===== src/rtl/alu_exec_if.sv =====
// Bus bundle for the execute-stage ALU/PC block: operands and PC in,
// registered ALU result, flags and next-PC values out.
interface alu_exec_if #(
    parameter int WIDTH = 32
);
    logic [5:0]       alu_op;
    logic [WIDTH-1:0] a;
    logic [WIDTH-1:0] b;
    logic             cin;
    logic [WIDTH-1:0] pc;
    logic [15:0]      imm16;
    logic [3:0]       alu_ctl;
    logic [WIDTH-1:0] alu_res;
    logic             zero;
    logic             cout;
    logic             ovf;
    logic [WIDTH-1:0] pc_plus1;
    logic [WIDTH-1:0] branch_target;

    modport master (
        output alu_op, a, b, cin, pc, imm16,
        input  alu_ctl, alu_res, zero, cout, ovf, pc_plus1, branch_target
    );

    modport slave (
        input  alu_op, a, b, cin, pc, imm16,
        output alu_ctl, alu_res, zero, cout, ovf, pc_plus1, branch_target
    );
endinterface


===== src/rtl/alu_exec_unit.sv =====
// Execute-stage datapath: decodes the MIPS funct code into an ALU control
// word, runs the ALU with zero/carry/overflow flags, and forms pc+1 and the
// word-addressed branch target. Every output is registered once.
module alu_exec_unit #(
    parameter int WIDTH = 32
) (
    input logic     clk,
    input logic     reset,
    alu_exec_if.slave bus
);

    localparam logic [3:0] CTL_AND  = 4'b0000;
    localparam logic [3:0] CTL_OR   = 4'b0001;
    localparam logic [3:0] CTL_ADD  = 4'b0010;
    localparam logic [3:0] CTL_XOR  = 4'b0011;
    localparam logic [3:0] CTL_SUB  = 4'b0110;
    localparam logic [3:0] CTL_SLT  = 4'b0111;
    localparam logic [3:0] CTL_SLTU = 4'b1000;
    localparam logic [3:0] CTL_NOR  = 4'b1100;

    // Funct code to control word; unknown codes fall back to ADD.
    function automatic logic [3:0] decode_op(input logic [5:0] op);
        logic [3:0] ctl;
        case (op)
            6'h20, 6'h21: ctl = CTL_ADD;
            6'h22, 6'h23: ctl = CTL_SUB;
            6'h24:        ctl = CTL_AND;
            6'h25:        ctl = CTL_OR;
            6'h26:        ctl = CTL_XOR;
            6'h27:        ctl = CTL_NOR;
            6'h2A:        ctl = CTL_SLT;
            6'h2B:        ctl = CTL_SLTU;
            default:      ctl = CTL_ADD;
        endcase
        return ctl;
    endfunction

    logic [3:0]       ctl_s;
    logic [WIDTH:0]   add_s;
    logic [WIDTH:0]   sub_s;
    logic [WIDTH-1:0] res_s;
    logic             cout_s;
    logic             ovf_s;
    logic [WIDTH-1:0] pc_plus1_s;
    logic [WIDTH-1:0] target_s;
    logic             a_msb_s;
    logic             b_msb_s;

    logic [3:0]       ctl_r;
    logic [WIDTH-1:0] res_r;
    logic             zero_r;
    logic             cout_r;
    logic             ovf_r;
    logic [WIDTH-1:0] pc_plus1_r;
    logic [WIDTH-1:0] target_r;

    // Shared adder/subtractor and PC adders, all one bit wider where carry is needed.
    always_comb begin
        ctl_s      = decode_op(bus.alu_op);
        a_msb_s    = bus.a[WIDTH-1];
        b_msb_s    = bus.b[WIDTH-1];
        add_s      = {1'b0, bus.a} + {1'b0, bus.b} + {{WIDTH{1'b0}}, bus.cin};
        sub_s      = {1'b0, bus.a} + {1'b0, ~bus.b} + {{WIDTH{1'b0}}, 1'b1};
        pc_plus1_s = bus.pc + {{(WIDTH-1){1'b0}}, 1'b1};
        target_s   = pc_plus1_s + {{(WIDTH-16){bus.imm16[15]}}, bus.imm16};
    end

    // ALU result and flag selection by control word; SLT uses a true signed
    // compare so it stays correct when a-b would overflow.
    always_comb begin
        res_s  = {WIDTH{1'b0}};
        cout_s = 1'b0;
        ovf_s  = 1'b0;
        case (ctl_s)
            CTL_SUB: begin
                res_s  = sub_s[WIDTH-1:0];
                cout_s = sub_s[WIDTH];
                ovf_s  = (a_msb_s != b_msb_s) && (sub_s[WIDTH-1] != a_msb_s);
            end
            CTL_AND:  res_s = bus.a & bus.b;
            CTL_OR:   res_s = bus.a | bus.b;
            CTL_XOR:  res_s = bus.a ^ bus.b;
            CTL_NOR:  res_s = ~(bus.a | bus.b);
            CTL_SLT:  res_s = {{(WIDTH-1){1'b0}}, ($signed(bus.a) < $signed(bus.b))};
            CTL_SLTU: res_s = {{(WIDTH-1){1'b0}}, (bus.a < bus.b)};
            default: begin
                res_s  = add_s[WIDTH-1:0];
                cout_s = add_s[WIDTH];
                ovf_s  = (a_msb_s == b_msb_s) && (add_s[WIDTH-1] != a_msb_s);
            end
        endcase
    end

    // Output register stage; synchronous reset clears every output.
    always_ff @(posedge clk) begin
        if (reset) begin
            ctl_r      <= 4'b0000;
            res_r      <= {WIDTH{1'b0}};
            zero_r     <= 1'b0;
            cout_r     <= 1'b0;
            ovf_r      <= 1'b0;
            pc_plus1_r <= {WIDTH{1'b0}};
            target_r   <= {WIDTH{1'b0}};
        end else begin
            ctl_r      <= ctl_s;
            res_r      <= res_s;
            zero_r     <= (res_s == {WIDTH{1'b0}});
            cout_r     <= cout_s;
            ovf_r      <= ovf_s;
            pc_plus1_r <= pc_plus1_s;
            target_r   <= target_s;
        end
    end

    assign bus.alu_ctl       = ctl_r;
    assign bus.alu_res       = res_r;
    assign bus.zero          = zero_r;
    assign bus.cout          = cout_r;
    assign bus.ovf           = ovf_r;
    assign bus.pc_plus1      = pc_plus1_r;
    assign bus.branch_target = target_r;

endmodule


===== src/flat_wrapper.sv =====
// flat-port wrapper written by rule: the top's interface ports become plain ports
module alu_exec_unit_flat 
#(
    parameter int WIDTH = 32
)
  (clk, reset, bus_alu_op, bus_a, bus_b, bus_cin, bus_pc, bus_imm16, bus_alu_ctl, bus_alu_res, bus_zero, bus_cout, bus_ovf, bus_pc_plus1, bus_branch_target);
  alu_exec_if #(.WIDTH(WIDTH)) bus_i ();
  input logic clk;
  input logic reset;
  input wire logic [$bits(bus_i.alu_op)-1:0] bus_alu_op;
  input wire logic [$bits(bus_i.a)-1:0] bus_a;
  input wire logic [$bits(bus_i.b)-1:0] bus_b;
  input wire logic [$bits(bus_i.cin)-1:0] bus_cin;
  input wire logic [$bits(bus_i.pc)-1:0] bus_pc;
  input wire logic [$bits(bus_i.imm16)-1:0] bus_imm16;
  output wire logic [$bits(bus_i.alu_ctl)-1:0] bus_alu_ctl;
  output wire logic [$bits(bus_i.alu_res)-1:0] bus_alu_res;
  output wire logic [$bits(bus_i.zero)-1:0] bus_zero;
  output wire logic [$bits(bus_i.cout)-1:0] bus_cout;
  output wire logic [$bits(bus_i.ovf)-1:0] bus_ovf;
  output wire logic [$bits(bus_i.pc_plus1)-1:0] bus_pc_plus1;
  output wire logic [$bits(bus_i.branch_target)-1:0] bus_branch_target;
  assign bus_i.alu_op = bus_alu_op;
  assign bus_i.a = bus_a;
  assign bus_i.b = bus_b;
  assign bus_i.cin = bus_cin;
  assign bus_i.pc = bus_pc;
  assign bus_i.imm16 = bus_imm16;
  assign bus_alu_ctl = bus_i.alu_ctl;
  assign bus_alu_res = bus_i.alu_res;
  assign bus_zero = bus_i.zero;
  assign bus_cout = bus_i.cout;
  assign bus_ovf = bus_i.ovf;
  assign bus_pc_plus1 = bus_i.pc_plus1;
  assign bus_branch_target = bus_i.branch_target;
  alu_exec_unit #(.WIDTH(WIDTH)) u_core (.clk(clk), .reset(reset), .bus(bus_i));
endmodule

===== config.mk =====
export PLATFORM = sky130hd
export DESIGN_NAME = alu_exec_unit_flat
export DESIGN_NICKNAME = d
export VERILOG_FILES = /design/src/rtl/alu_exec_if.sv /design/src/rtl/alu_exec_unit.sv /design/src/flat_wrapper.sv
export SDC_FILE = /design/constraint.sdc
export NUM_CORES = 1
export LEC_CHECK = 0
export ABC_AREA = 1
export CAP_MARGIN = 25
export CORE_UTILIZATION = 54
export CTS_BUF_LIST = sky130_fd_sc_hd__clkbuf_8 sky130_fd_sc_hd__clkbuf_16
export CTS_CLUSTER_SIZE = 16
export DETAILED_ROUTE_END_ITERATION = 8
export PLACE_DENSITY_LB_ADDON = 0.2
export SLEW_MARGIN = 5
export SYNTH_ARGS = -nofsm -noshare
export SYNTH_HDL_FRONTEND = slang
export SYNTH_SLANG_ARGS = --single-unit

===== constraint.sdc =====
create_clock -name clk -period 4 [get_ports clk]
set_clock_uncertainty 0.05 [all_clocks]
set_input_delay 0.6 -clock clk [delete_from_list [all_inputs] [get_ports clk]]
set_output_delay 0.6 -clock clk [all_outputs]
set_load 0.005 [all_outputs]

==> results of run 1 <==
[final cells by class]
cell class | instances | area [µm²]
clock buffer | 9 | 225
fill | 1828 | 5850
sequential | 103 | 2060
clock inverter | 7 | 58.8
antenna | 1 | 2.50
multi-input combinational | 1537 | 8260
inverter | 361 | 1360
tap | 275 | 344
timing repair buffer | 339 | 3130
[Yosys cell counts, types with 6 or more instances]
| cell type | n |
|---|---|
| clkbuf_1 | 12 |
| o21bai_1 | 14 |
| o21a_1 | 8 |
| xor2_1 | 23 |
| inv_1 | 344 |
| nand2_2 | 8 |
| nor2_1 | 284 |
| nor3_1 | 27 |
| dfxtp_1 | 103 |
| buf_2 | 25 |
| a221oi_1 | 6 |
| nor2_2 | 9 |
| o21ai_1 | 6 |
| o22ai_1 | 17 |
| a21oi_1 | 128 |
| nand3_1 | 131 |
| ha_1 | 128 |
| xnor2_1 | 6 |
| o21ai_0 | 102 |
| buf_4 | 9 |
| nand4_1 | 38 |
| a211oi_1 | 11 |
| nand2_1 | 531 |
| inv_2 | 17 |
[sequential cells by signal (all words and copies together), names as in the netlist]
name	cells
u_core.bus.alu_ctl	4
u_core.bus.alu_res	32
u_core.bus.branch_target	32
u_core.bus.cout	1
u_core.bus.ovf	1
u_core.bus.pc_plus1	32
u_core.bus.zero	1
[routing by layer]
metal,wire (µm),vias to the layer above
met5,0,-
met4,3290,0
met3,5440,240
met2,21100,1011
met1,17300,6663
li1,-,7127
[how the worst min path moves through the flow]
stage	startpoint	endpoint	slack, ns	cells after the start
after global routing	bus_pc[0]	u_core.bus.pc_plus1[0]	0.53	3
after CTS	reset	u_core.bus.pc_plus1[26]	0.86	3
after detailed placement	reset	u_core.bus.pc_plus1[28]	1.23	3
after global placement	reset	u_core.bus.pc_plus1[24]	1.22	3
final	bus_pc[0]	u_core.bus.pc_plus1[0]	0.53	3
after floorplan	bus_pc[0]	u_core.bus.pc_plus1[0]	0.62	1
[through the flow]
step | cell area [µm²] | total power [mW] | cells | hold slack, ns | TNS (ns)
6_report | 15400 | 3.88 | 2632 | 0.532 | 0
5_1_grt | 15400 | 4.09 | 2631 | 0.530 | -0.121
4_1_cts | 15300 | 3.81 | 2625 | 0.860 | 0
3_5_place_dp | 15000 | 2.96 | 2609 | 1.23 | -2.51
3_3_place_gp | 15000 | 2.92 | 2609 | 1.22 | -1.24
2_1_floorplan | 11900 | 2.16 | 2055 | 0.622 | 0
[layout by cell type, fill, tap and decap left out, types with 5 or more instances in the layout]
master / netlist / final
nand2_1: 531 / 531
inv_1: 344 / 345
nor2_1: 284 / 280
clkdlybuf4s50_1: 0 / 218
nand3_1: 131 / 131
ha_1: 128 / 127
a21oi_1: 128 / 126
buf_4: 9 / 115
dfxtp_1: 103 / 103
o21ai_0: 102 / 97
nand4_1: 38 / 38
nor3_1: 27 / 27
xor2_1: 23 / 21
inv_2: 17 / 17
o22ai_1: 17 / 17
o21bai_1: 14 / 14
a211oi_1: 11 / 11
nor2_2: 9 / 10
o21ai_1: 6 / 10
clkbuf_16: 0 / 9
nand2_2: 8 / 8
o21a_1: 8 / 8
nor2_4: 4 / 7
xnor2_1: 6 / 6
a221oi_1: 6 / 6
a21oi_2: 3 / 5
o211ai_1: 5 / 5
a21o_1: 5 / 5
[cell families after synthesis]
family	count (synthesis)	synth area share
compound gates	319	0.151
simple gates	1057	0.374
fa+ha+maj	132	0.142
buf+inv	415	0.139
flops	103	0.174
xor+xnor	29	0.0214
[power breakdown]
group	leakage, nW	total, mW	switching [mW]	internal [mW]
clock network	0.137	0.864	0.432	0.431
logic	7.05	1.86	1.09	0.761
registers	0.858	1.16	0.0340	1.13
[repair_timing]
item	in CTS	in global routing
pin swaps	0	13
endpoints found under the setup margin	4	12
hold buffers	0	0
gates resized for setup	3	24
setup buffers	0	5
==> results by group, run 1 <==
Detailed routing
  • DRC viols: 0
  • Detailed Route WL: 47.1 mm
  • TritonRoute pass-1 iters: 6
  • Post-DRT Antenna Nets: 0
  • Post-DR wirelength/cell: 17.9 µm
  • DR vias/cell: 5.71
  • Via count: around 15,000
  • Initial drt markers: approximately 1,400

CTS
  • Clock tree buffer depth: 2
  • CTS tree: done
  • H-tree depth: 3
  • CTS buffer count: 9
  • Root Buffer: clkbuf_16
  • Sink Count: 103
  • Clock transition at the registers of the reported paths: 0.07 ns

Worst setup path
  • CP Max Fanout: 5
  • Critical Path Sink: u_core.bus.branch_target[29]
  • CP startpoint: bus_pc[3]
  • Crit. End Element: flip-flop
  • Worst path required time: 4.20 ns
  • Family with the most delay on the worst path: simple AND/OR/NAND/NOR gates
  • Critical path class: input port to flip-flop
  • Crit path DAT: slightly above 4 ns
  • Kind of start point of the critical path: input port
  • WP buf/inv: 6
  • Crit path cell chain: clkdlybuf4s50_1 > inv_2 > nor2_2 > nand3_2 > nor2_4 > nand2_2 > nor2_4 > nand4_4 > nor2_4 > inv_1 > nor2_2 > inv_1 > nand2_1 > inv_1 > ha_1 > buf_4 > a21o_1 > a31oi_1 > o21ai_1 > a2111oi_2 > nand3_1 > nand2_1 > nor2_1
  • Crit. path cell count: 23
  • CP max-delay cell: clkdlybuf4s50_1
  • CP peak stage delay: approximately 0.5 ns

Die
  • IO Pins: 224
  • Chip width: 150 µm
  • Core area: 0.0213 mm²
  • Starting density of the core: 0.558
  • Die Height: about 150 µm
  • Number of cell rows: 53
  • Die area: 0.0226 mm²

Logic synthesis
  • Post-Synthesis Cells: 2,055
  • Post-Syn Area: 0.0119 mm²
  • Most common flop cell mapped by yosys: dfxtp_1
  • Post-Synthesis Mean Instance Area: 5.78 µm²
  • Synth Net Count: 2,308
  • Number of synthesized flops with an enable pin: 0
  • Main area contributors after synthesis: dfxtp_1, nand2_1, ha_1, inv_1, nor2_1
  • Yosys Warn Count: 0
  • Number of synthesized register bits: approximately 100
  • Synth area leader: dfxtp_1
  • Netlist cell types: 50
  • Seq/Total Area, Yosys: 0.174
  • Async S/R FF share, synth: 0
  • Synth top area share: 0.174

STA
  • Worst Tran Pin Value: around 0.80 ns
  • Endpoints failing hold: 0
  • Slew Limit Fails: 0
  • Crit share post-route: 0.963
  • Max Clock Freq: 260 MHz
  • Tmin final: ~3.9 ns
  • Final setup fails: 0
  • Rel. slew slack: 0.469
  • Final setup margin: 0.147 ns

GRT
  • Vias in the first global route: 14,100
  • Grt ovf: 0
  • Global Route Usage Sum: 0.409
  • First-pass GRT wire length: 70.9 mm
  • Initial antenna violation count: 1
  • GR Layer Usage met2: 0.683
  • Met3 GRT Util: 0.0812
  • GR peak layer: met2
  • GR Util met1: 0.479
  • Largest net degree at the start of global routing: 64

Place
  • DP HPWL: 38.3 mm
  • Post-Place Worst Slack: -0.418 ns
  • I/O Buffers: 223
  • Global placement routability congestion: 1.03

Min path
  • Hold crit path type: input port to flip-flop

Pwr
  • Cell Pwr Density: 251 mW/mm²
  • Cell leakage power: 8.04 nW
  • Worst IR Drop VDD: 196 µV

Outcome
  • Outcome: complete, no violations

Final layout
  • Layout Nets: 2,604
  • Post-layout util: 0.725
  • Layout cells sized above 1: 0.0845
  • Area Overhead vs Synth: 29.9%

Job
  • Max cap viols: 0
Power figures use the tool's default switching activity.
==> run 2: changes to the inputs <==
- CTS_CLUSTER_SIZE: 16 -> unset
- PLACE_DENSITY: unset -> 0.9
- PLACE_DENSITY_LB_ADDON: 0.2 -> unset
==> results by group, run 2 (synthesis results as in run 1) <==
Outcome
  • Outcome: complete, no violations

Pwr
  • Cell leakage power: 8.14 nW (+1.3%)
  • Cell Pwr Density: 253 mW/mm² (+0.74%)
  • Pwr Total: 3.95 mW (+1.9%)
  • Worst IR Drop VDD: 212 µV (+8.3%)

Worst setup path
  • Crit path DAT: 3.99 ns (-0.06 ns)
  • Worst path required time: 4.21 ns (about the same)
  • CP max-delay cell: clkdlybuf4s50_1
  • CP Max Fanout: 3 (-2)
  • CP peak stage delay: 0.51 ns (about the same)
  • Crit path cell chain: clkdlybuf4s50_1 > nand2_1 > nor2_4 > inv_2 > nor2_4 > inv_2 > nor2_2 > nand3_1 > inv_2 > nand3_2 > buf_4 > xor2_2 > inv_1 > ha_1 > nand2_1 > nor2_4 > nand2_2 > nor4b_2 > nand2_1 > o211ai_1 > a21oi_2 > o21ai_2 > and2_1 > nor2_1
  • Crit. End Element: flip-flop
  • Kind of start point of the critical path: input port
  • Critical path class: input port to flip-flop
  • Family with the most delay on the worst path: simple AND/OR/NAND/NOR gates
  • WP buf/inv: 6 (unchanged)

Place
  • I/O Buffers: 223 (unchanged)
  • Global placement routability congestion: 1.08 (+4.5%)
  • DP HPWL: 39.6 mm (+3.2%)
  • Post-Place Worst Slack: -0.601 ns (-0.183 ns)

Die
  • Core area: 0.0213 mm² (unchanged)
  • IO Pins: 224 (unchanged)
  • Chip width: 150 µm (unchanged)
  • Die Height: 150 µm (unchanged)
  • Number of cell rows: 53 (unchanged)
  • Starting density of the core: 0.558 (unchanged)
  • Die area: 0.0226 mm² (unchanged)

Final layout
  • Layout cells sized above 1: 0.0945 (+0.0100)
  • Most frequent cells in the layout: nand2_1, inv_1, nor2_1
  • N_diodes: 0 (-1)
  • Area Overhead vs Synth: 31.4%
  • Layout Nets: 2,619 (+0.58%)
  • Commonest non-fill, non-tap cell in the layout: nand2_1

STA
  • Worst Tran Pin Value: 0.758 ns (-0.0379 ns)
  • Final setup fails: 0 (unchanged)
  • Rel. slew slack: 0.495 (+0.0253)
  • Post-Route Setup TNS: 0 ns (unchanged)
  • Tmin final: 3.78 ns (-0.0748 ns)
  • Final setup margin: 0.222 ns (+0.0748 ns)
  • Endpoints failing hold: 0 (unchanged)
  • Max Clock Freq: 265 MHz (+2.0%)
  • Hold WS: 0.540 ns (+0.00852 ns)
  • Crit share post-route: 0.945 (-0.0187)
  • RSZ-0062 raised after global routing: false
  • Slew Limit Fails: 0 (unchanged)

Detailed routing
  • Post-DR wirelength/cell: 18.5 µm (+3.5%)
  • Detailed Route WL: 49.0 mm (+4.1%)
  • DRC viols: 0 (unchanged)
  • Via count: 15,200 (+1.0%)
  • DR vias/cell: 5.74 (+0.50%)
  • Post-DRT Antenna Nets: 0 (unchanged)
  • Initial drt markers: 1,724 (+22%)
  • TritonRoute pass-1 iters: 6 (unchanged)

CTS
  • Clock transition at the registers of the reported paths: 0.07 ns (about the same)
  • CTS buffer count: 9 (unchanged)
  • H-tree depth: 3 (unchanged)
  • CTS tree: done
  • Sink Count: 103 (unchanged)
  • Clock tree buffer depth: 2 (unchanged)
  • Root Buffer: clkbuf_16

Min path
  • Hold crit path type: input port to flip-flop

GRT
  • Initial antenna violation count: 1 (unchanged)
  • Global Route Usage Sum: 0.434 (+0.0247)
  • Grt ovf: 0 (unchanged)
  • First-pass GRT wire length: 74.7 mm (+5.3%)
  • Largest net degree at the start of global routing: 64 (unchanged)
  • Vias in the first global route: 14,600 (+3.8%)

Job
  • Max cap viols: 0 (unchanged)
run 2: report_power, final:
part           total [mW]  internal (mW)  switching [mW]
clock network       0.882          0.449           0.434
registers            1.16           1.13          0.0312
logic                1.91          0.783            1.13
run 2: layout make-up:
cell class / count / area, µm²
Sequential cell: 103 / 2060
Fill cell: 1779 / 5680
Tap cell: 275 / 344
Multi-Input combinational cell: 1537 / 8320
Timing Repair Buffer: 354 / 3240
Clock inverter: 6 / 48.8
Inverter: 361 / 1360
Clock buffer: 10 / 239
run 2: metal layers:
metal | track usage | up-vias | routed length [µm]
met5 | 0.0114 | - | 48
met4 | 0.299 | 4 | 3570
met3 | 0.0852 | 265 | 5790
met2 | 0.716 | 1100 | 22000
met1 | 0.503 | 6689 | 17600
li1 | - | 7139 | -
run 2: worst paths after layout:
check / to / cells after the start / startpoint / slack [ns]
max: u_core.bus.branch_target[30] / 24 / bus_pc[5] / 0.22
min: u_core.bus.pc_plus1[0] / 3 / bus_pc[0] / 0.54
run 2: what timing repair did:
| action | in CTS | in global routing |
|---|---|---|
| hold buffers | 0 | 0 |
| buffers inserted | 2 | 3 |
| hold endpoints to repair | 0 | 0 |
| pin swaps | 3 | 13 |
| cloned | 0 | 0 |
| resized for setup | 13 | 31 |
| setup endpoints to repair | 3 | 16 |
run 2: per-stage QoR:
step / utilization / instances / cell area, µm²
floorplan: - / 2055 / 11900
global placement: 0.710 / 2625 / 15100
detailed placement: 0.710 / 2625 / 15100
CTS: 0.726 / 2643 / 15500
global route: 0.733 / 2646 / 15600
finish: 0.733 / 2646 / 15600
